==> src/rtl/rom_bus_ctrl.sv <==
// Bus-side controller for the BASIC ROM: decodes reads and holds the CPU through the ROM latency.
// It also captures the ROM byte, flags writes into the window and counts completed reads.
// Optional last-address shadow buffer enabled by defining ROM_SHADOW_EN.

module rom_bus_ctrl #(
  parameter logic [15:0] BASE_ADDR   = 16'hE000,
  parameter int unsigned WAIT_CYCLES = 1
) (
  input  logic        clk,
  input  logic        reset_n,
  input  logic        cpu_strobe,
  input  logic        cpu_we,
  input  logic [15:0] cpu_addr,
  output logic        cpu_rdy,
  output logic [7:0]  cpu_dout,
  output logic        data_valid,
  output logic        sel,
  output logic [11:0] rom_addr,
  input  logic [7:0]  rom_dout,
  output logic        wr_err,
  output logic [15:0] rd_count
);

  localparam logic [2:0] WAIT_LOAD = 3'(WAIT_CYCLES);

  typedef enum logic [1:0] {
    ST_IDLE,
    ST_WAIT,
    ST_CAPTURE
  } state_t;

  state_t      state_q, state_d;
  logic [2:0]  cnt_q, cnt_d;
  logic        rdy_q, rdy_d;
  logic [7:0]  dout_q, dout_d;
  logic        dv_q, dv_d;
  logic [11:0] rom_addr_q, rom_addr_d;
  logic        wr_err_q, wr_err_d;
  logic [15:0] rd_count_q, rd_count_d;
  logic [15:0] rd_count_inc;
  logic        rd_req;
  logic        wr_req;
  logic        shadow_hit;

`ifdef ROM_SHADOW_EN
  logic [11:0] tag_q, tag_d;
  logic        tag_valid_q, tag_valid_d;

  assign shadow_hit = tag_valid_q && (tag_q == cpu_addr[11:0]);
`else
  assign shadow_hit = 1'b0;
`endif

  assign sel          = (cpu_addr[15:12] == BASE_ADDR[15:12]);
  assign rd_req       = cpu_strobe & sel & ~cpu_we;
  assign wr_req       = cpu_strobe & sel & cpu_we;
  assign rd_count_inc = (rd_count_q == 16'hFFFF) ? rd_count_q : rd_count_q + 16'd1;

  always_comb begin
    state_d    = state_q;
    cnt_d      = cnt_q;
    rdy_d      = rdy_q;
    dout_d     = dout_q;
    dv_d       = 1'b0;
    rom_addr_d = rom_addr_q;
    wr_err_d   = wr_err_q;
    rd_count_d = rd_count_q;
`ifdef ROM_SHADOW_EN
    tag_d       = tag_q;
    tag_valid_d = tag_valid_q;
`endif

    case (state_q)
      ST_IDLE: begin
        if (rd_req) begin
          if (shadow_hit) begin
            // cpu_dout already holds the byte for this address
            dv_d       = 1'b1;
            rd_count_d = rd_count_inc;
          end else begin
            rom_addr_d = cpu_addr[11:0];
            cnt_d      = WAIT_LOAD;
            rdy_d      = 1'b0;
            state_d    = ST_WAIT;
          end
        end else if (wr_req) begin
          wr_err_d = 1'b1;
        end
      end

      ST_WAIT: begin
        if (cnt_q == 3'd1) begin
          state_d = ST_CAPTURE;
        end else begin
          cnt_d = cnt_q - 3'd1;
        end
      end

      ST_CAPTURE: begin
        dout_d     = rom_dout;
        dv_d       = 1'b1;
        rdy_d      = 1'b1;
        rd_count_d = rd_count_inc;
        state_d    = ST_IDLE;
`ifdef ROM_SHADOW_EN
        tag_d       = rom_addr_q;
        tag_valid_d = 1'b1;
`endif
      end

      default: begin
        state_d = ST_IDLE;
        rdy_d   = 1'b1;
      end
    endcase
  end

  always_ff @(posedge clk or negedge reset_n) begin
    if (!reset_n) begin
      state_q     <= ST_IDLE;
      cnt_q       <= 3'd0;
      rdy_q       <= 1'b1;
      dout_q      <= 8'h00;
      dv_q        <= 1'b0;
      rom_addr_q  <= 12'h000;
      wr_err_q    <= 1'b0;
      rd_count_q  <= 16'h0000;
`ifdef ROM_SHADOW_EN
      tag_q       <= 12'h000;
      tag_valid_q <= 1'b0;
`endif
    end else begin
      state_q     <= state_d;
      cnt_q       <= cnt_d;
      rdy_q       <= rdy_d;
      dout_q      <= dout_d;
      dv_q        <= dv_d;
      rom_addr_q  <= rom_addr_d;
      wr_err_q    <= wr_err_d;
      rd_count_q  <= rd_count_d;
`ifdef ROM_SHADOW_EN
      tag_q       <= tag_d;
      tag_valid_q <= tag_valid_d;
`endif
    end
  end

  assign cpu_rdy    = rdy_q;
  assign cpu_dout   = dout_q;
  assign data_valid = dv_q;
  assign rom_addr   = rom_addr_q;
  assign wr_err     = wr_err_q;
  assign rd_count   = rd_count_q;

endmodule

==> config.mk <==
export PLATFORM = sky130hd
export DESIGN_NAME = rom_bus_ctrl
export DESIGN_NICKNAME = d
export VERILOG_FILES = /design/src/rtl/rom_bus_ctrl.sv
export SDC_FILE = /design/constraint.sdc
export NUM_CORES = 1
export LEC_CHECK = 0
export CORE_MARGIN = 8
export CORE_UTILIZATION = 48
export CTS_CLUSTER_DIAMETER = 150
export DETAILED_ROUTE_END_ITERATION = 10
export PLACE_DENSITY_LB_ADDON = 0.25
export SYNTH_ARGS = -nofsm -noshare
export SYNTH_HDL_FRONTEND = slang
export SYNTH_SLANG_ARGS = --single-unit
==> constraint.sdc <==
create_clock -name clk -period 4.14 [get_ports clk]
set_input_delay 0.414 -clock clk [delete_from_list [all_inputs] [get_ports clk]]
set_output_delay 0.414 -clock clk [all_outputs]
set_load 0.02 [all_outputs]
==> out/metrics.cfg, run 1 <==
[routing]
wl_met1_mm = 1.69
drt_iter0_drc = 72
drc = 0
ant_nets = 0
top_layer = met4
viasPerCell = 5.12
wl_met3_um = 347
avgRoutedWirePerCell_um = 15.4
drtPass1Iterations = 4
wl_met2_mm = 2.27
vias = 1453
routed_wl_mm = 4.39

[critical_path]
critPathTopFamily = buffers and inverters
slowest_stage = clkdlybuf4s50_1
worstPathArrival_ns = 1.74
critPathLaunchType = input pin
path_cells = clkdlybuf4s50_1 > and4b_1 > clkdlybuf4s50_1
crit_required_ns = 3.73
path_common_cell = clkdlybuf4s50_1
end_kind = primary output
cp_num_buf_inv = 2
crit_type = in2out
cpPeakStageDelay_ns = 0.62
crit_fanout = 3

[global_routing]
grt_pass1_wl_mm = 7.30
grt_usage = 0.149
grt_pass1_vias = 1508
antenna_found_initial = 0
gr-total-overflow = 0
grt_max_degree = 45

[run_status]
status = finished clean

[logic_synthesis]
ys_seq_area_frac = 0.575
syn_inst = 163
ys_ff_latch = 44
syn_nets = 194
synth_area_mm2 = 0.00192
yosysUniqueCellTypes = 37
synth-warning-count = 0
avgSynthCellArea_um2 = 11.8

[layout]
insertedDiodeCount = 0
nNetsFinal = 264
layout_common_cells = clkdlybuf4s50_1, dfrtp_1, nand2_1
drive_gt1_frac = 0.115
layoutNonFillerInstCount = 284
final_common_cell = clkdlybuf4s50_1
area_growth_pct = 41.8

[placed_design]
gp_congestion = 0.773
hpwlAfterDp_mm = 3.34
io_buffers = 67
dp.cells = 276

[clock_network]
cts.sinks = 44
cts_resized = 0
root_buffer = clkbuf_8
clkTransAtPathRegs_ns = 0.08
cts_made_buffers = 5
htreeDepth = 2
cts_setup_buffers = 0
hold_buffers = 0
clk_path_buf_depth = 2
clk_latency_ns = 0.29
cts_tree = built

[flow_run]
cap_violations = 0

[worst_hold_path]
min_path_type = in2async

[floorplanning]
core_mm2 = 0.00391
die_h_um = 79.2
row_count = 23
initial_utilization = 0.489
die-area_mm2 = 0.00627
die_w_um = 79.2
ios = 68

[sta]
relSlewSlack = 0.355
hold_slack_ns = 0.270
rsz0062_at_grt = false
period_needed_ns = 2.16
timing.final.crit_share = 0.521
hold_violations = 0
finClkSkew_ns = 0.00231
slew_violations = 0
setup_viol = 0
fmax_mhz = 463
tightest_slew_ns = 0.968
tns_ns = 0

[power_and_ir_drop]
peakVddDrop_mv = 0.293
power_density_mw_per_mm2 = 481
leakage_nw = 1.28

## registers in the layout, indices dropped and copies added (netlist names)
signal and flops:
data_valid 1, wr_err 1, cnt_q 3, rom_addr 12, state_q 2, rd_count 16
cpu_dout 8, cpu_rdy 1
## worst paths after layout
path / cells after the start / start / end / slack [ns]
min: 1 / reset_n / rom_addr[6] / 0.27
min reg2reg: 1 / cnt_q[2] / state_q[1] / 0.47
max reg2reg: 5 / state_q[0] / rd_count[15] / 2.15
min in group clk: 1 / cnt_q[2] / state_q[1] / 0.47
max: 3 / cpu_addr[13] / sel / 1.98
max in group asynchronous: 1 / reset_n / state_q[0] / 3.28
## area by class of cell
type,instances,area [um^2]
inverters,6,22.5
flip-flops and latches,44,1100
clock inverters,2,10.0
well taps,50,62.6
clock buffers,6,82.6
repair buffers,67,666
multi-input cells,109,771
fillers,322,1200
## kinds of logic (layout without fill, tap and decap cells)
logic type	count (synthesis)	count (layout)	share of synthesized area
simple gates	71	71	0.215
flops	44	44	0.575
mux	14	14	0.0836
xor+xnor	12	12	0.0549
buf+inv	10	81	0.0222
compound gates	9	9	0.0294
fa+ha+maj	3	3	0.0196
## routing by layer
| metal | track usage | vias to the layer above |
|---|---|---|
| met5 | 0 | - |
| met4 | 0.0611 | 0 |
| met3 | 0.0655 | 10 |
| met2 | 0.256 | 41 |
| met1 | 0.155 | 696 |
| li1 | - | 706 |
## synth_stat cells
master    number  share of area
nor4b_2        1         0.0078
nor2_1         6          0.012
xnor2_1        1         0.0046
buf_4          1         0.0039
nor2_2         1         0.0033
nand2b_1       2         0.0065
nor4_1         1         0.0033
nand4_1        5          0.016
mux2_1         2          0.012
and4b_1        3          0.016
xor2_1        11          0.050
o21ai_0        4          0.010
dfstp_2        1          0.014
and4_1         2         0.0091
mux2_2        10          0.059
or3_1          1         0.0033
nand4_4        1          0.011
nor3_1         8          0.021
inv_2          1         0.0020
a41o_1         1         0.0052
clkbuf_1       2         0.0039
nor4_2         1         0.0065
nor3b_1        2         0.0078
nand2_1       27          0.053
o31ai_1        1         0.0039
a211o_1        1         0.0046
and3_1         3         0.0098
inv_1          5         0.0098
a21oi_1        2         0.0052
dfrtp_1       43           0.56
ha_1           3          0.020
nand3_1        5          0.013
nor4_4         1          0.011
mux2i_1        1         0.0052
buf_2          1         0.0026
mux2_4         1         0.0078
nor4b_1        1         0.0046
## stage by stage
| step | total power [mW] | worst slack, ns | utilization | instance area, um^2 |
|---|---|---|---|---|
| final | 1.31 | 1.98 | 0.694 | 2720 |
| after global routing | 1.38 | 1.95 | 0.694 | 2720 |
| after CTS | 1.33 | 1.97 | 0.694 | 2720 |
| after detailed placement | 1.05 | 1.73 | 0.670 | 2620 |
| after global placement | 1.04 | 1.80 | 0.670 | 2620 |
| after floorplan | 0.806 | 2.38 | - | 1920 |
## where the power goes
part | switching (mW) | internal [mW] | total, mW | leakage [nW]
Clock | 0.143 | 0.133 | 0.276 | 0.0510
Sequential | 0.0569 | 0.527 | 0.584 | 0.565
Combinational | 0.219 | 0.228 | 0.447 | 0.667
Total | 0.419 | 0.889 | 1.31 | 1.28
Power figures use the tool's default switching activity.
==> run 2: changes to the inputs <==
Settings changed: CORE_UTILIZATION 48 to 40.
Clock period 4.14 ns to 1.8 ns, I/O delays scaled along.
==> run 2 against run 1 <==
First-iteration DRC count is 60% lower. Register-to-register slack worse by 2.0 ns. Non-clock buffer count is 17 higher. Sequential share of layout area is 2.1 points lower. Count of clock-buffer cells in the layout is 1 higher. Combinational power is 140% higher. Sequential cell count stayed put. Cell area is 5.6% higher. Utilization is 7.9 points lower. Critical endpoint unchanged.
==> out/metrics.cfg, run 2 (same netlist as run 1, synthesis figures left out) <==
[worst_hold_path]
min_path_type = in2async  ; unchanged

[sta]
fin_ws_ns = 0.131  ; was 1.98 ns
setup_viol = 0  ; unchanged
hold_slack_ns = 0.343  ; was 0.270 ns
tightest_slew_ns = 0.399  ; was 0.968 ns
timing.final.crit_share = 0.927
relSlewSlack = 0.732  ; was 0.355
tns_ns = 0  ; unchanged
rsz0062_at_grt = false  ; unchanged
finClkSkew_ns = 0.00664  ; was 0.00231 ns
slew_violations = 0  ; unchanged
hold_violations = 0  ; unchanged
period_needed_ns = 1.67
fmax_mhz = 599

[clock_network]
cts.sinks = 44  ; unchanged
cts_made_buffers = 5  ; unchanged
clkTransAtPathRegs_ns = 0.08  ; about the same
clk_path_buf_depth = 2  ; unchanged
cts_setup_buffers = 0  ; unchanged
cts_tree = built  ; unchanged
cts_resized = 0  ; unchanged
root_buffer = clkbuf_8  ; unchanged
clk_latency_ns = 0.29  ; about the same
htreeDepth = 2  ; unchanged

[routing]
drt_iter0_drc = 29  ; was 72
viasPerCell = 4.96  ; was 5.12
vias = 1508  ; was 1,453
avgRoutedWirePerCell_um = 14.9  ; was 15.4 um
routed_wl_mm = 4.52  ; was 4.39 mm
top_layer = met4  ; unchanged
drc = 0  ; unchanged
wl_met1_mm = 1.88  ; was 1.69 mm
ant_nets = 0  ; unchanged
wl_met3_um = 246  ; was 347 um
wl_met2_mm = 2.35  ; was 2.27 mm
drtPass1Iterations = 4  ; unchanged

[placed_design]
gp_congestion = 0.798  ; was 0.773
place_ws_ns = -0.0149  ; was 1.73 ns
hpwlAfterDp_mm = 3.53  ; was 3.34 mm
io_buffers = 67  ; unchanged
dp.cells = 296  ; was 276

[critical_path]
timing.reg2reg.setup_slack_ns = 0.19  ; was 2.15 ns
end_kind = primary output  ; unchanged
reg2regPathDepth = 6  ; was 5
crit_required_ns = 1.62  ; was 3.73 ns
critPathLaunchType = input pin  ; unchanged
crit_fanout = 3  ; unchanged
crit_type = in2out  ; unchanged
worstPathArrival_ns = 1.49  ; was 1.74 ns

[layout]
nNetsFinal = 281  ; was 264
layoutNonFillerInstCount = 304  ; was 284
drive_gt1_frac = 0.168  ; was 0.115
area_growth_pct = 49.7  ; was 41.8%
insertedDiodeCount = 0  ; unchanged
final_common_cell = clkdlybuf4s50_1  ; unchanged
layout_common_cells = clkdlybuf4s50_1, dfrtp_1, nand2_1  ; unchanged
largest_register_ffs = 16  ; unchanged

[power_and_ir_drop]
share_seq_of_total_power = 0.431  ; was 0.447
power_density_mw_per_mm2 = 1070  ; was 481 mW/mm^2
leakage_nw = 1.37  ; was 1.28 nW
comb_power_share = 0.355  ; was 0.342
p_int_mw = 2.12  ; was 889 uW
peakVddDrop_mv = 0.583  ; was 0.293 mV
switching_share = 0.311  ; was 0.320
p_switching_uw = 956  ; was 419 uW
clockPowerShare = 0.215  ; was 0.211

[global_routing]
antenna_found_initial = 0  ; unchanged
grt_usage = 0.130  ; was 0.149
gr-total-overflow = 0  ; unchanged
grt_pass1_wl_mm = 7.62  ; was 7.30 mm
grt_pass1_vias = 1566  ; was 1,508
grt_max_degree = 19  ; was 45

[floorplanning]
die_h_um = 85.2  ; was 79.2 um
initial_utilization = 0.411  ; was 0.489
ios = 68  ; unchanged
core_mm2 = 0.00466  ; was 0.00391 mm^2
die-area_mm2 = 0.00726  ; was 0.00627 mm^2
row_count = 25  ; was 23
die_w_um = 85.2  ; was 79.2 um

[flow_run]
cap_violations = 0  ; unchanged

[run_status]
status = finished clean  ; unchanged

[run 2: layout make-up]
type | count | area [um^2]
Clock buffer | 7 | 96.3
Fill cell | 396 | 1790
Inverter | 6 | 22.5
Multi-Input combinational cell | 109 | 771
Sequential cell | 44 | 1100
Tap cell | 54 | 67.6
Timing Repair Buffer | 84 | 808
[run 2: worst paths after layout]
path                                      to          from
worst max-delay path                     sel  cpu_addr[13]
worst min-delay path            rd_count[15]       reset_n
worst max register to register  rd_count[15]   rd_count[0]
worst min register to register    state_q[1]      cnt_q[2]
max in group asynchronous            cpu_rdy       reset_n
min in group clk                 cpu_dout[0]   rom_dout[0]
[run 2: critical path, stage by stage]
cell             delay (ns)
clkdlybuf4s50_1        0.45
and4b_1                0.24
clkdlybuf4s50_1        0.62
[run 2: what timing repair did]
item / CTS / global route
hold buffers: 1 / 0
setup endpoints to repair: 0 / 1
endpoints found under the hold margin: 16 / 0
[run 2: through the flow]
step                cell area (um^2)  utilization  power (mW)
CTS                             2870        0.615        3.12
global route                    2870        0.615        3.26
finish                          2870        0.615        3.07
floorplan                       1920            -        1.85
detailed placement              2760        0.592        2.45
global placement                2760        0.592        2.43
[run 2: layer usage]
| layer | GRT usage | vias up |
|---|---|---|
| met1 | 0.143 | 732 |
| li1 | - | 742 |
| met4 | 0.0388 | 0 |
| met2 | 0.228 | 28 |
| met3 | 0.0463 | 6 |
| met5 | 0 | - |
[run 2: power by group through the flow]
stage	Clock, mW	Sequential, mW	Combinational (mW)
2_1_floorplan	0	1.59	0.265
3_3_place_gp	0	1.34	1.09
3_5_place_dp	0	1.35	1.10
4_1_cts	0.683	1.33	1.11
5_1_grt	0.722	1.36	1.18
6_report	0.659	1.32	1.09
